--- src/rtl/pc_unit.sv ---
// Program counter for the single-cycle MIPS core: next-PC selection, EPC capture
// and a circular return-address stack that checks `jr $ra` targets.
module pc_unit #(
    parameter int unsigned          N_BITS       = 32,
    parameter logic [N_BITS-1:0]    RESET_VECTOR = N_BITS'(32'h0040_0000),
    parameter logic [N_BITS-1:0]    EXC_VECTOR   = N_BITS'(32'h8000_0180),
    parameter int unsigned          RAS_DEPTH    = 4
) (
    input  logic                             clk,
    input  logic                             reset,
    input  logic                             stall_i,
    input  logic                             branch_taken_i,
    input  logic [15:0]                      branch_offset_i,
    input  logic                             jump_i,
    input  logic [25:0]                      jump_target_i,
    input  logic                             jr_i,
    input  logic [N_BITS-1:0]                jr_addr_i,
    input  logic                             call_i,
    input  logic                             ret_i,
    input  logic                             exception_i,
    output logic [N_BITS-1:0]                pc_value_o,
    output logic [N_BITS-1:0]                pc_plus4_o,
    output logic [N_BITS-1:0]                epc_o,
    output logic [N_BITS-1:0]                ras_top_o,
    output logic [$clog2(RAS_DEPTH+1)-1:0]   ras_count_o,
    output logic                             ret_mispredict_o,
    output logic                             misaligned_o,
    output logic                             ras_overflow_o,
    output logic                             ras_underflow_o
);

    localparam int unsigned CNT_W = $clog2(RAS_DEPTH + 1);
    localparam int unsigned PTR_W = $clog2(RAS_DEPTH);

    logic [N_BITS-1:0] pc_q, pc_d;
    logic [N_BITS-1:0] epc_q, epc_d;
    logic [N_BITS-1:0] ras_q [RAS_DEPTH];
    logic [N_BITS-1:0] ras_d [RAS_DEPTH];
    logic [PTR_W-1:0]  ptr_q, ptr_d, push_ptr, pop_ptr;
    logic [CNT_W-1:0]  cnt_q, cnt_d;
    logic              mispredict_q, mispredict_d;
    logic              misaligned_q, misaligned_d;
    logic              overflow_q, overflow_d;
    logic              underflow_q, underflow_d;

    logic [N_BITS-1:0] pc_plus4;
    logic [N_BITS-1:0] branch_target;
    logic [N_BITS-1:0] jump_target;
    logic [N_BITS-1:0] ras_top;
    logic              ras_empty;
    logic              ras_full;

    assign pc_plus4      = pc_q + N_BITS'(4);
    assign branch_target = pc_plus4 + {{(N_BITS-18){branch_offset_i[15]}}, branch_offset_i, 2'b00};
    assign jump_target   = {pc_plus4[N_BITS-1:28], jump_target_i, 2'b00};
    assign ras_empty     = (cnt_q == '0);
    assign ras_full      = (cnt_q == CNT_W'(RAS_DEPTH));
    assign ras_top       = ras_empty ? '0 : ras_q[ptr_q];
    // Pushing past a full stack wraps onto the oldest slot.
    assign push_ptr      = ptr_q + PTR_W'(1);
    assign pop_ptr       = ptr_q - PTR_W'(1);

    // Next-state selection: PC, EPC, RAS and status flags.
    always_comb begin
        pc_d         = pc_q;
        epc_d        = epc_q;
        ras_d        = ras_q;
        ptr_d        = ptr_q;
        cnt_d        = cnt_q;
        mispredict_d = 1'b0;
        misaligned_d = 1'b0;
        overflow_d   = overflow_q;
        underflow_d  = underflow_q;

        if (exception_i) begin
            pc_d  = EXC_VECTOR;
            epc_d = pc_q;
        end else if (!stall_i) begin
            if (jr_i && (jr_addr_i[1:0] != 2'b00)) begin
                pc_d         = EXC_VECTOR;
                epc_d        = pc_q;
                misaligned_d = 1'b1;
            end else if (jr_i) begin
                pc_d = jr_addr_i;
            end else if (jump_i) begin
                pc_d = jump_target;
            end else if (branch_taken_i) begin
                pc_d = branch_target;
            end else begin
                pc_d = pc_plus4;
            end

            // Return prediction always compares against the pre-update top.
            if (call_i && ret_i) begin
                if (ras_empty) begin
                    ras_d[push_ptr] = pc_plus4;
                    ptr_d           = push_ptr;
                    cnt_d           = CNT_W'(1);
                    underflow_d     = 1'b1;
                end else begin
                    ras_d[ptr_q] = pc_plus4;
                    mispredict_d = (jr_addr_i != ras_top);
                end
            end else if (call_i) begin
                ras_d[push_ptr] = pc_plus4;
                ptr_d           = push_ptr;
                if (ras_full) begin
                    overflow_d = 1'b1;
                end else begin
                    cnt_d = cnt_q + CNT_W'(1);
                end
            end else if (ret_i) begin
                if (ras_empty) begin
                    underflow_d  = 1'b1;
                    mispredict_d = 1'b1;
                end else begin
                    mispredict_d = (jr_addr_i != ras_top);
                    ptr_d        = pop_ptr;
                    cnt_d        = cnt_q - CNT_W'(1);
                end
            end
        end
    end

    // State register, updated on the falling edge.
    always_ff @(negedge clk or posedge reset) begin
        if (reset) begin
            pc_q         <= RESET_VECTOR;
            epc_q        <= '0;
            for (int i = 0; i < int'(RAS_DEPTH); i++) begin
                ras_q[i] <= '0;
            end
            ptr_q        <= '0;
            cnt_q        <= '0;
            mispredict_q <= 1'b0;
            misaligned_q <= 1'b0;
            overflow_q   <= 1'b0;
            underflow_q  <= 1'b0;
        end else begin
            pc_q         <= pc_d;
            epc_q        <= epc_d;
            ras_q        <= ras_d;
            ptr_q        <= ptr_d;
            cnt_q        <= cnt_d;
            mispredict_q <= mispredict_d;
            misaligned_q <= misaligned_d;
            overflow_q   <= overflow_d;
            underflow_q  <= underflow_d;
        end
    end

    assign pc_value_o       = pc_q;
    assign pc_plus4_o       = pc_plus4;
    assign epc_o            = epc_q;
    assign ras_top_o        = ras_top;
    assign ras_count_o      = cnt_q;
    assign ret_mispredict_o = mispredict_q;
    assign misaligned_o     = misaligned_q;
    assign ras_overflow_o   = overflow_q;
    assign ras_underflow_o  = underflow_q;

endmodule

--- config.mk ---
export PLATFORM = sky130hd
export DESIGN_NAME = pc_unit
export DESIGN_NICKNAME = d
export VERILOG_FILES = /design/src/rtl/pc_unit.sv
export SDC_FILE = /design/constraint.sdc
export NUM_CORES = 1
export LEC_CHECK = 0
export ABC_CLOCK_PERIOD_IN_PS = 6900
export BUFFER_PORTS_ARGS = -buffer_cell sky130_fd_sc_hd__clkbuf_2
export CORE_MARGIN = 5
export CORE_UTILIZATION = 50
export CTS_CLUSTER_SIZE = 30
export DETAILED_ROUTE_END_ITERATION = 10
export HOLD_SLACK_MARGIN = 0.05
export PLACE_DENSITY_LB_ADDON = 0.12
export SLEW_MARGIN = 10
export SYNTH_ARGS = -nofsm -noshare
export SYNTH_HDL_FRONTEND = slang
export SYNTH_SLANG_ARGS = --single-unit
--- constraint.sdc ---
create_clock -name clk -period 6.9 [get_ports clk]
set_input_delay 0.69 -clock clk [delete_from_list [all_inputs] [get_ports clk]]
set_output_delay 0.69 -clock clk [all_outputs]
set_load 0.1 [all_outputs]
# ---- Word-level counts from Yosys, hierarchy flattened
# Index checks and enable logic that the tools add are counted.
dict set report totals {
  regBits 201
  input_bits 83
  word_cells 97
}
dict set report op_classes {
  add_sub_neg 6
  order_cmp 4
  n_eq_ne 7
  mux 47
  bitwise_logic 5
  reduce_logical 16
}
# op count
set op_table {}
lappend op_table {{2-to-1 mux 32 bit} 14}
lappend op_table {{2-to-1 mux 128 bit} 3}
lappend op_table {{bitwise mux 128 bit} 2}
lappend op_table {{demux 32 bit (select 2 bit)} 2}
lappend op_table {{binary-select mux 32 bit (select 2 bit)} 1}
lappend op_table {{adder 32 x 3 -> 32 bit, second input constant} 1}
lappend op_table {{adder 32 bit} 1}
lappend op_table {{inequality test 32 bit} 1}
lappend op_table {{2-to-1 mux 3 bit} 6}
lappend op_table {{2-to-1 mux 1 bit} 14}
lappend op_table {{2-to-1 mux 2 bit} 5}
lappend op_table {{AND reduction 5 bit} 2}
lappend op_table {{nonzero test 2 bit} 4}
lappend op_table {{greater-or-equal comparator 3 bit, second input constant} 2}
lappend op_table {{< comparator 3 x 1 -> 1 bit, second input constant} 2}
lappend op_table {{inequality test 3 x 2 -> 1 bit, second input constant} 2}
lappend op_table {{inverter 2 -> 3 bit} 2}
lappend op_table {{AND reduction 6 bit} 1}
lappend op_table {{logical AND 1 bit} 4}
lappend op_table {{inequality test 2 x 1 -> 1 bit, second input constant} 2}
lappend op_table {{AND reduction 4 bit} 1}
lappend op_table {{adder 3 x 1 -> 3 bit, second input constant} 1}
lappend op_table {{== test 3 bit, second input constant} 1}
lappend op_table {{zero test 3 bit} 1}
lappend op_table {{8 further kinds} 10}

# ---- Depth between registers and ports, before layout
dict set report logic_depth {
  ltp_word 12
  mapped_depth 19
}

==> impl_metrics.json <==
{
  "status": "finished, final reports clean",
  "tns_ns": 0,
  "grtUsageTotal": 0.295,
  "synth.distinct_cells": 66,
  "rows": 56,
  "clock_latency_ns": 0.57,
  "max_cap_viol_count": 0,
  "diodes": 0,
  "cts_tree": "done",
  "pwr-share-clk": 0.182,
  "power.share.sequential": 0.253,
  "routed_wl_mm": 39.5,
  "clock_skew_ns": 0.0482,
  "grt_overflow": 0,
  "antenna_found_initial": 1,
  "io_buffer_count": 217,
  "dpl-instance-area_sq_mm": 0.0141,
  "die_w_um": 163,
  "drive_above_1_share": 0.317,
  "synth_mux_area_frac": 0.112,
  "layout_common_cells": "200 x dfrtn_1, 174 x clkbuf_2, 167 x nor2_1, 165 x a21oi_1, 99 x buf_4",
  "die_height_um": 163,
  "p_per_area_mw_per_mm2": 479,
  "vdd_ir_drop_max_v": 0.000822,
  "synth_seq_area_share": 0.428,
  "yosys.area.top_type_share": 0.426,
  "tightest_slew_ns": 0.783,
  "yosys_register_bits": 201,
  "synth_area_leaders": "dfrtn_1 43%, a21oi_1 7.0%, mux4_2 6.1%, nor2_1 5.4%, mux2_2 4.5%",
  "layout_setup_ws_ns": 0.0288,
  "grt_max_degree": 79,
  "slew_viol_final": 0,
  "pre_cts_ws_ns": 0.0924,
  "cpPeakStageDelay_ns": 0.44,
  "use_met2": 0.472,
  "final_common_cell": "dfrtn_1",
  "cts.htree.levels": 1,
  "p_total_w": 0.00728,
  "synthAdderAreaFrac": 0.0439,
  "yosysTopAreaCell": "dfrtn_1",
  "critPathCaptureType": "output pin",
  "p_sw_w": 0.00359,
  "swShare": 0.493,
  "yosys.area_share.simple": 0.142,
  "start_kind": "flip-flop",
  "synth-xor-area-share": 0.0567,
  "cts_max_path_buffers": 3,
  "core-area_sq_mm": 0.0233,
  "use_met1": 0.405,
  "hpwl_mm": 29.7,
  "rsz0062_at_grt": "yes",
  "post_drt_via_cell_ratio": 5.81,
  "fillerInstances": 1936,
  "finalSetupViolations": 0,
  "synth_top_family_by_area": "compound AO/OA/AOI/OAI gates",
  "grt.met3_usage": 0.0530,
  "drcViolationCount": 0,
  "drtIter0Drc": 974,
  "min_path_type": "reg -> reg",
  "layoutNonFillerInstCount": 1830,
  "cpMaxStageDelayCell": "dfrtn_1",
  "ctsHoldBuffers": 0,
  "ys_async_sr_fraction": 1.00,
  "clk_pin_slew_ns": 0.04,
  "numClockSinks": 201,
  "synth.avg_cell_area_sq_um": 9.57,
  "cts_root_buffer": "clkbuf_16",
  "power_frac_comb": 0.566,
  "crit_path_cell_trace": "and4_1 -> and2_4 -> and4_4 -> nand2_1 -> nor2_1 -> xnor2_2 -> clkinvlp_4 -> buf_4",
  "syn-num-nets": 1351,
  "synthToLayoutAreaGrowth_pct": 29.5,
  "intPower_w": 0.00369,
  "crit_arrival_ns": 6.18,
  "power_leakage_nw": 7.08,
  "design_area_sq_mm": 0.0152,
  "synth_compound_area_frac": 0.175,
  "pin_count": 218,
  "dr.pass1.iters": 5,
  "netlist_area_sq_mm": 0.0117,
  "final_hold_viol_count": 0,
  "via_count": 10600,
  "fin_nets": 1616,
  "synth_edf_count": 0,
  "grt_pass1_wl_mm": 60.6,
  "antenna_left": 0,
  "cts-buffers-inserted": 24,
  "ys_warn_count": 0,
  "crit_required_ns": 6.21,
  "die_area_sq_mm": 0.0267,
  "avgRoutedWirePerCell_um": 21.6,
  "path_class": "reg -> out",
  "ys.flop_type": "dfrtn_1",
  "dp.cells": 1763,
  "top_usage_layer": "met2",
  "maxSlewHeadroom": 0.473,
  "critPathMaxFanout": 6,
  "syn-instance-count": 1228,
  "routabilityCongestion": 0.942,
  "initial_core_util": 0.504,
  "first_global_vias": 10300
}
-- kinds of logic after synthesis --
logic type,Yosys count
buffers and inverters,120
flip-flops,201
AO/OA/AOI/OAI,339
XOR/XNOR,76
multiplexers,86
AND/OR/NAND/NOR,366
adder cells (fa/ha/maj),40
-- cell usage after synthesis (3+ instances only) --
master and n:
a211o_1 5, a211oi_1 10, a21o_1 15, a21oi_1 165, a21oi_2 7, a222oi_1 7
a22o_1 3, a22oi_1 11, a31oi_1 5, and2_1 36, and3_1 6, buf_2 18
clkbuf_1 44, dfrtn_1 200, ha_1 38, inv_1 52, mux2_2 47, mux2i_1 6
mux4_2 32, nand2_1 69, nand2b_1 6, nand3_1 28, nand3b_1 6, nand4_1 10
nor2_1 169, nor2b_1 4, nor3_1 12, nor4_1 6, o2111ai_1 3, o211ai_1 12
o21a_1 4, o21ai_0 29, o21ai_1 34, o21bai_1 8, o221ai_1 3, or3_1 4
xnor2_1 31, xor2_1 45
-- metrics by stage --
| stage | hold slack [ns] | utilization |
|---|---|---|
| floorplan | 0.436 | - |
| global placement | 0.415 | 0.603 |
| detailed placement | 0.420 | 0.603 |
| CTS | 0.421 | 0.646 |
| global route | 0.449 | 0.652 |
| finish | 0.411 | 0.652 |
-- power groups by stage --
stage | Combinational (W) | Sequential [W] | Clock [W]
final | 0.00412 | 0.00184 | 0.00132
after CTS | 0.00411 | 0.00184 | 0.00134
after global routing | 0.00433 | 0.00188 | 0.00140
after detailed placement | 0.00408 | 0.00185 | 0.00000181
after global placement | 0.00405 | 0.00183 | 0.00000181
after floorplan | 0.00280 | 0.00206 | 0.00000181
-- worst paths after layout --
path / to / startpoint / depth (start not counted) / slack, ns
max: pc_plus4_o[19] / pc_value_o[8]$_DFFE_NP0P_ / 8 / 0.03
min: ras_overflow_o$_DFFE_NP0P_ / ras_overflow_o$_DFFE_NP0P_ / 1 / 0.41
max reg2reg: pc_value_o[31]$_DFFE_NP0P_ / pc_value_o[8]$_DFFE_NP0P_ / 19 / 2.57
min reg2reg: ras_overflow_o$_DFFE_NP0P_ / ras_overflow_o$_DFFE_NP0P_ / 1 / 0.41
max in group asynchronous: pc_value_o[22]$_DFFE_NP1P_ / reset / 3 / 2.39
min in group asynchronous: ras_count_o[1]$_DFFE_NP0P_ / reset / 2 / 3.58
-- flip-flops by register name (all words and copies together), names as in the netlist --
signal and count:
misaligned_o 1, ret_mispredict_o 1, ras_overflow_o 1, ras_q 128, ras_count_o 3, ptr_q 2, epc_o 32, pc_value_o 32
ras_underflow_o 1
-- routing by layer --
| layer | share of wire | vias to the layer above |
|---|---|---|
| met4 | 0.043 | 2 |
| li1 | - | 4878 |
| met1 | 0.42 | 5189 |
| met5 | 0.00038 | - |
| met3 | 0.082 | 85 |
| met2 | 0.46 | 482 |
-- layout make-up --
class	count	area [sq um]	area share
multi-input combinational	907	6490	0.427
sequential	201	5030	0.331
timing repair buffer	305	2210	0.145
clock buffer	35	733	0.0482
tap	319	399	0.0262
inverter	53	249	0.0164
clock inverter	10	105	0.00691
-- worst max-delay path: cells and delay by family, from the launching register on --
| kind | cells | cell delay, ns |
|---|---|---|
| XOR/XNOR | 1 | 0.25 |
| buffers and inverters | 2 | 0.47 |
| flip-flops | 1 | 0.44 |
| AND/OR/NAND/NOR | 5 | 1.03 |
-- timing repair --
| item | 4_1_cts | 5_1_grt |
|---|---|---|
| pin swaps | 6 | 2 |
| resized for setup | 14 | 8 |
| buffers inserted | 10 | 13 |
| setup endpoints to repair | 15 | 18 |
(Power assumes the default switching activity.)
